## src/rtl/div_pkg.sv

```systemverilog
// ============================================================================
// Module   : div_pkg
// Purpose  : Shared constants and state encoding for the iterative divider.
// Revision : 1.0
// ============================================================================
`default_nettype none

package div_pkg;

  localparam int DIV_WIDTH = 32;

  // DivAns layout for the default width: {remainder, quotient}
  localparam int REM_HI = 2 * DIV_WIDTH - 1;
  localparam int REM_LO = DIV_WIDTH;
  localparam int QUO_HI = DIV_WIDTH - 1;
  localparam int QUO_LO = 0;

  typedef enum logic [1:0] {
    ST_IDLE = 2'd0,
    ST_CALC = 2'd1,
    ST_FIX  = 2'd2,
    ST_DONE = 2'd3
  } div_state_t;

endpackage

`default_nettype wire

```

## src/rtl/div_unit_if.sv

```systemverilog
// ============================================================================
// Module   : div_unit_if
// Purpose  : Start/busy/done handshake and operand/result bus of div_unit.
// Revision : 1.0
// ============================================================================
`default_nettype none

interface div_unit_if
  import div_pkg::*;
#(
  parameter int WIDTH = DIV_WIDTH
);
  logic                 start;
  logic [WIDTH-1:0]     dividend;
  logic [WIDTH-1:0]     divisor;
  logic                 signed_op;
  logic                 busy;
  logic                 done;
  logic                 div_zero;
  logic [2*WIDTH-1:0]   DivAns;

  modport master (
    output start, dividend, divisor, signed_op,
    input  busy, done, div_zero, DivAns
  );

  modport slave (
    input  start, dividend, divisor, signed_op,
    output busy, done, div_zero, DivAns
  );
endinterface

`default_nettype wire

```

## src/rtl/div_step.sv

```systemverilog
// ============================================================================
// Module   : div_step
// Purpose  : One combinational restoring-division iteration.
// Revision : 1.0
// ============================================================================
`default_nettype none

module div_step #(
  parameter int WIDTH = 32
) (
  input  wire logic [WIDTH-1:0] i_rem,
  input  wire logic [WIDTH-1:0] i_quo,
  input  wire logic [WIDTH-1:0] i_divisor,
  output logic      [WIDTH-1:0] o_rem,
  output logic      [WIDTH-1:0] o_quo
);

  logic [WIDTH:0] w_shift;
  logic [WIDTH:0] w_trial;
  logic           w_ge;

  // rem < divisor holds between steps, so the signed trial fits in WIDTH+1 bits
  assign w_shift = {i_rem, i_quo[WIDTH-1]};
  assign w_trial = w_shift - {1'b0, i_divisor};
  assign w_ge    = ~w_trial[WIDTH];

  assign o_rem = w_ge ? w_trial[WIDTH-1:0] : w_shift[WIDTH-1:0];
  assign o_quo = {i_quo[WIDTH-2:0], w_ge};

endmodule

`default_nettype wire

```

## src/rtl/div_unit.sv

```systemverilog
// ============================================================================
// Module   : div_unit
// Purpose  : Multi-cycle restoring divider producing {remainder, quotient}.
//            Define SIGNED_DIV_EN to add signed (MIPS DIV) support via a FIX state.
// Revision : 1.0
// ============================================================================
`default_nettype none

module div_unit
  import div_pkg::*;
#(
  parameter int WIDTH = DIV_WIDTH
) (
  input  wire logic   clk,
  input  wire logic   rst,
  div_unit_if.slave   bus
);

  localparam int CW = $clog2(WIDTH);
  localparam logic [CW-1:0] c_last_step = CW'(WIDTH - 1);

  div_state_t           r_state;
  logic [WIDTH-1:0]     r_rem;
  logic [WIDTH-1:0]     r_quo;
  logic [WIDTH-1:0]     r_dvsr;
  logic [CW-1:0]        r_count;
  logic                 r_busy;
  logic                 r_done;
  logic                 r_dz;
  logic [2*WIDTH-1:0]   r_ans;

  logic [WIDTH-1:0]     w_a_mag;
  logic [WIDTH-1:0]     w_b_mag;
  logic [WIDTH-1:0]     w_rem_nxt;
  logic [WIDTH-1:0]     w_quo_nxt;

`ifdef SIGNED_DIV_EN
  logic                 w_a_neg;
  logic                 w_b_neg;
  logic                 r_neg_q;
  logic                 r_neg_r;
  logic [WIDTH-1:0]     w_fix_rem;
  logic [WIDTH-1:0]     w_fix_quo;

  assign w_a_neg   = bus.signed_op & bus.dividend[WIDTH-1];
  assign w_b_neg   = bus.signed_op & bus.divisor[WIDTH-1];
  assign w_a_mag   = w_a_neg ? -bus.dividend : bus.dividend;
  assign w_b_mag   = w_b_neg ? -bus.divisor  : bus.divisor;
  assign w_fix_rem = r_neg_r ? -r_rem : r_rem;
  assign w_fix_quo = r_neg_q ? -r_quo : r_quo;
`else
  logic                 w_unused_signed_op;

  assign w_unused_signed_op = bus.signed_op;
  assign w_a_mag            = bus.dividend;
  assign w_b_mag            = bus.divisor;
`endif

  div_step #(.WIDTH(WIDTH)) u_step (
    .i_rem     (r_rem),
    .i_quo     (r_quo),
    .i_divisor (r_dvsr),
    .o_rem     (w_rem_nxt),
    .o_quo     (w_quo_nxt)
  );

  always_ff @(posedge clk) begin
    if (rst) begin
      r_state <= ST_IDLE;
      r_rem   <= '0;
      r_quo   <= '0;
      r_dvsr  <= '0;
      r_count <= '0;
      r_busy  <= 1'b0;
      r_done  <= 1'b0;
      r_dz    <= 1'b0;
      r_ans   <= '0;
`ifdef SIGNED_DIV_EN
      r_neg_q <= 1'b0;
      r_neg_r <= 1'b0;
`endif
    end else begin
      r_done <= 1'b0;
      case (r_state)
        ST_IDLE: begin
          if (bus.start) begin
            r_dz <= 1'b0;
            if (bus.divisor == '0) begin
              // divide-by-zero bypasses CALC and any sign correction
              r_dz    <= 1'b1;
              r_done  <= 1'b1;
              r_ans   <= {bus.dividend, {WIDTH{1'b1}}};
              r_state <= ST_DONE;
            end else begin
              r_rem   <= '0;
              r_quo   <= w_a_mag;
              r_dvsr  <= w_b_mag;
              r_count <= '0;
              r_busy  <= 1'b1;
              r_state <= ST_CALC;
`ifdef SIGNED_DIV_EN
              r_neg_q <= w_a_neg ^ w_b_neg;
              r_neg_r <= w_a_neg;
`endif
            end
          end
        end

        ST_CALC: begin
          r_rem   <= w_rem_nxt;
          r_quo   <= w_quo_nxt;
          r_count <= r_count + CW'(1);
          if (r_count == c_last_step) begin
`ifdef SIGNED_DIV_EN
            r_state <= ST_FIX;
`else
            r_busy  <= 1'b0;
            r_done  <= 1'b1;
            r_ans   <= {w_rem_nxt, w_quo_nxt};
            r_state <= ST_DONE;
`endif
          end
        end

`ifdef SIGNED_DIV_EN
        ST_FIX: begin
          r_busy  <= 1'b0;
          r_done  <= 1'b1;
          r_ans   <= {w_fix_rem, w_fix_quo};
          r_state <= ST_DONE;
        end
`endif

        ST_DONE: begin
          r_state <= ST_IDLE;
        end

        default: begin
          r_state <= ST_IDLE;
        end
      endcase
    end
  end

  assign bus.busy     = r_busy;
  assign bus.done     = r_done;
  assign bus.div_zero = r_dz;
  assign bus.DivAns   = r_ans;

endmodule

`default_nettype wire

```

## src/flat_wrapper.sv

```systemverilog
// flat-port wrapper written by rule: the top's interface ports become plain ports
module div_unit_flat import div_pkg::*;
#(
  parameter int WIDTH = DIV_WIDTH
)
  (clk, rst, bus_start, bus_dividend, bus_divisor, bus_signed_op, bus_busy, bus_done, bus_div_zero, bus_DivAns);
  div_unit_if #(.WIDTH(WIDTH)) bus_i ();
  input  wire logic clk;
  input  wire logic rst;
  input wire logic [$bits(bus_i.start)-1:0] bus_start;
  input wire logic [$bits(bus_i.dividend)-1:0] bus_dividend;
  input wire logic [$bits(bus_i.divisor)-1:0] bus_divisor;
  input wire logic [$bits(bus_i.signed_op)-1:0] bus_signed_op;
  output wire logic [$bits(bus_i.busy)-1:0] bus_busy;
  output wire logic [$bits(bus_i.done)-1:0] bus_done;
  output wire logic [$bits(bus_i.div_zero)-1:0] bus_div_zero;
  output wire logic [$bits(bus_i.DivAns)-1:0] bus_DivAns;
  assign bus_i.start = bus_start;
  assign bus_i.dividend = bus_dividend;
  assign bus_i.divisor = bus_divisor;
  assign bus_i.signed_op = bus_signed_op;
  assign bus_busy = bus_i.busy;
  assign bus_done = bus_i.done;
  assign bus_div_zero = bus_i.div_zero;
  assign bus_DivAns = bus_i.DivAns;
  div_unit #(.WIDTH(WIDTH)) u_core (.clk(clk), .rst(rst), .bus(bus_i));
endmodule
```

## config.mk

```make
export PLATFORM = sky130hd
export DESIGN_NAME = div_unit_flat
export DESIGN_NICKNAME = d
export VERILOG_FILES = /design/src/rtl/div_pkg.sv /design/src/rtl/div_unit_if.sv /design/src/rtl/div_step.sv /design/src/rtl/div_unit.sv /design/src/flat_wrapper.sv
export SDC_FILE = /design/constraint.sdc
export NUM_CORES = 1
export LEC_CHECK = 0
export BUFFER_PORTS_ARGS = -buffer_cell sky130_fd_sc_hd__buf_2
export CAP_MARGIN = 20
export CORE_MARGIN = 2
export CORE_UTILIZATION = 40
export DETAILED_ROUTE_END_ITERATION = 16
export PLACE_DENSITY_LB_ADDON = 0.25
export SLEW_MARGIN = 25
export SYNTH_ARGS = -nofsm -noshare
export SYNTH_HDL_FRONTEND = slang
export SYNTH_SLANG_ARGS = --single-unit
```

## constraint.sdc

```tcl
create_clock -name clk -period 5.46 [get_ports clk]
set_input_delay 0.546 -clock clk [delete_from_list [all_inputs] [get_ports clk]]
set_output_delay 0.546 -clock clk [all_outputs]
set_load 0.02 [all_outputs]
```

==> run metrics <==
pin count of the biggest net entering global routing=98; HPWL after DPL=17100 um; Mapped Cells=1148; Worst IR Drop VDD=0.000629 V; initial antenna violation count=0; CTS Buf Count=17; fin crit share=73.4%; most frequent cells in the layout=nand2_1, dfxtp_1, buf_2, nor2_1, a21oi_1; layout cells sized above 1=15.5%; Hold Buf Count CTS=0; data arrival time of the worst path=4.32 ns; final slew viol count=0; clock latency at the later pin of the worst-skew pair=0.44 ns; clock-pin slew on the worst setup and hold paths=0.08 ns; vias in the first global route=7510; ANT cells=0; post-CTS sizing=0; drt total wl=24500 um; Clock Path Buffers=2; Placed Cells=1489; Post-synth ARST share=0%; CTS tree=built; outcome=finished clean; Setup TNS=0 ns; Fin Clk Skew=0.0157 ns; Avg Vias per Cell=5.47; Fill cells=2214; CTS H-tree lvls=4; Final ANT Viol Nets=0; final setup violation count=0; area post-placement=9540 um^2; met2 Use GR=30.1%; 1st-pass router iterations=5; met1 Track Usage GR=33.2%; Layout area overhead=16.5%; Vias=8324; Area contributors post-synth=dfxtp_1, nand2_1, a21oi_1, nor3_1, ha_1; Starting Density=40.4%; Die Width=152 um; Yosys top cell by area=dfxtp_1; power density cells=642 nW/um^2; CP Launch Type=flip-flop; syn nets=1251; drc violations=0; post-CTS setup buffer count=0; leak pwr=4.10 nW; fmax=250 MHz; I/O Pins=135; worst slew pin tran=0.994 ns; Die Area=23000 um^2; Worst EP required=5.77 ns; final hold vios=0; CP Max Fanout=23; GR peak layer=met1; Yosys warning count=0; global placer's final weighted congestion=0.973; NumNets Final=1331; I/O Buffers=133; ys flop type=dfxtp_1; most common cell after layout, fill and taps aside=nand2_1; die height=152 um; GR met3 Demand/Resource=3.68%; worst hold path type=input pin to flip-flop; CTS root buffer=clkbuf_16; RSZ-0062 raised after global routing=no; GRT Overall Usage=21.4%; Worst slew margin=33.8%; number of synthesized flops with an enable pin=0; min Tclk post-route=4.01 ns; first-pass GRT wire length=39500 um; number of distinct library cells after synthesis=59; Setup CP Type=flip-flop to flip-flop; CP endpoint kind=flip-flop; Synth Register Bits=170; final std cells w/o fill=1521; maxcap violations=0; DRT iter0 DRCs=647; Post-Syn Area=8720 um^2; Core Box Area=21600 um^2; design area=10200 um^2; sequential element share of the synthesized area=39.0%; Rows=54; Congestion Overflow GR=0; Sink Count=170; Avg Inst Size Synth=7.60 um^2; DR WL/cell=16.1 um; Yosys top cell area share=39.0%
-- power by group --
| group | internal (mW) | leakage (nW) | switching (mW) |
|---|---|---|---|
| Clock | 0.707 | 0.294 | 0.569 |
| Sequential | 1.36 | 1.38 | 0.112 |
| Combinational | 1.35 | 2.42 | 2.42 |
-- path summary, 6_finish.rpt --
check                                 start                                  to  slack, ns  cells after the start
max           u_core.r_quo[31]$_SDFFE_PP0P_  u_core.bus.DivAns[57]$_SDFFE_PP0P_       1.45                     13
min                         bus_divisor[21]      u_core.r_dvsr[21]$_SDFFE_PP0P_       0.35                      3
max reg2reg   u_core.r_quo[31]$_SDFFE_PP0P_  u_core.bus.DivAns[57]$_SDFFE_PP0P_       1.45                     13
min reg2reg  u_core.r_dvsr[11]$_SDFFE_PP0P_      u_core.r_dvsr[11]$_SDFFE_PP0P_       0.45                      2
-- critical path: stages, from the launching register on --
cell      delay [ns]
dfxtp_1         0.35
inv_1           0.07
ha_1            0.15
inv_1           0.05
fa_1            0.41
a211oi_1        0.25
o21bai_1        0.16
a221oi_2        0.38
a21oi_2         0.12
o21ai_2         0.30
mux2_4          0.46
nor2_2          0.68
mux2i_1         0.37
a211oi_1        0.11
-- synth_stat cells (4+ instances only) --
cell type,number
nand2b_1,5
dfxtp_1,170
nor2b_1,4
nor3_1,91
o21a_1,10
a21oi_1,95
o21ai_0,84
o21bai_1,5
inv_1,42
a31oi_1,30
a211oi_1,6
o31ai_1,5
ha_1,34
o211ai_1,6
clkbuf_1,72
a21boi_0,13
nor2_1,98
and4_1,4
a311oi_1,34
nor4_1,8
nand3_1,23
mux2i_1,9
and2_1,5
nand2_1,186
xnor2_1,17
xor2_1,6
and3_1,7
nand4_1,8
buf_1,5
a21o_1,21
-- flip-flops by register name, summed over array words and instances, names as in the netlist --
register,cells
u_core.bus.DivAns,64
u_core.r_dvsr,32
u_core.r_quo,32
u_core.r_rem,32
u_core.r_count,5
u_core.r_state,2
u_core.bus.busy,1
u_core.bus.div_zero,1
u_core.bus.done,1
-- per-stage QoR --
stage	worst slack [ns]	total power, mW	hold slack (ns)	utilization [%]
finish	1.45	6.53	0.347	47.0
global route	1.08	7.02	0.355	47.0
CTS	1.42	6.51	0.345	47.0
detailed placement	1.43	5.22	0.448	44.1
global placement	1.51	5.18	0.443	44.1
floorplan	2.31	4.33	0.436	-
-- routing by layer --
layer | up-vias | wire [um]
met5 | - | 0
met4 | 0 | 303
met3 | 22 | 1390
met2 | 211 | 10000
met1 | 3850 | 12800
li1 | 4241 | -
-- cells by family after synthesis --
logic type / count (synthesis) / synth area share (%)
multiplexers: 10 / 1.20
AO/OA/AOI/OAI: 332 / 23.8
buffers and inverters: 124 / 5.44
XOR/XNOR: 23 / 2.31
adder cells (fa/ha/maj): 35 / 5.11
flip-flops: 170 / 39.0
AND/OR/NAND/NOR: 454 / 23.1
-- layout make-up --
cell class	count	area, um^2	area share, %
clock buffer	18	439	4.32
sequential	170	3400	33.5
inverter	42	158	1.55
timing repair buffer	143	747	7.35
tap	280	350	3.45
clock inverter	14	181	1.78
multi-input combinational	854	4890	48.1
No activity file was read; power rests on OpenSTA's default activity.
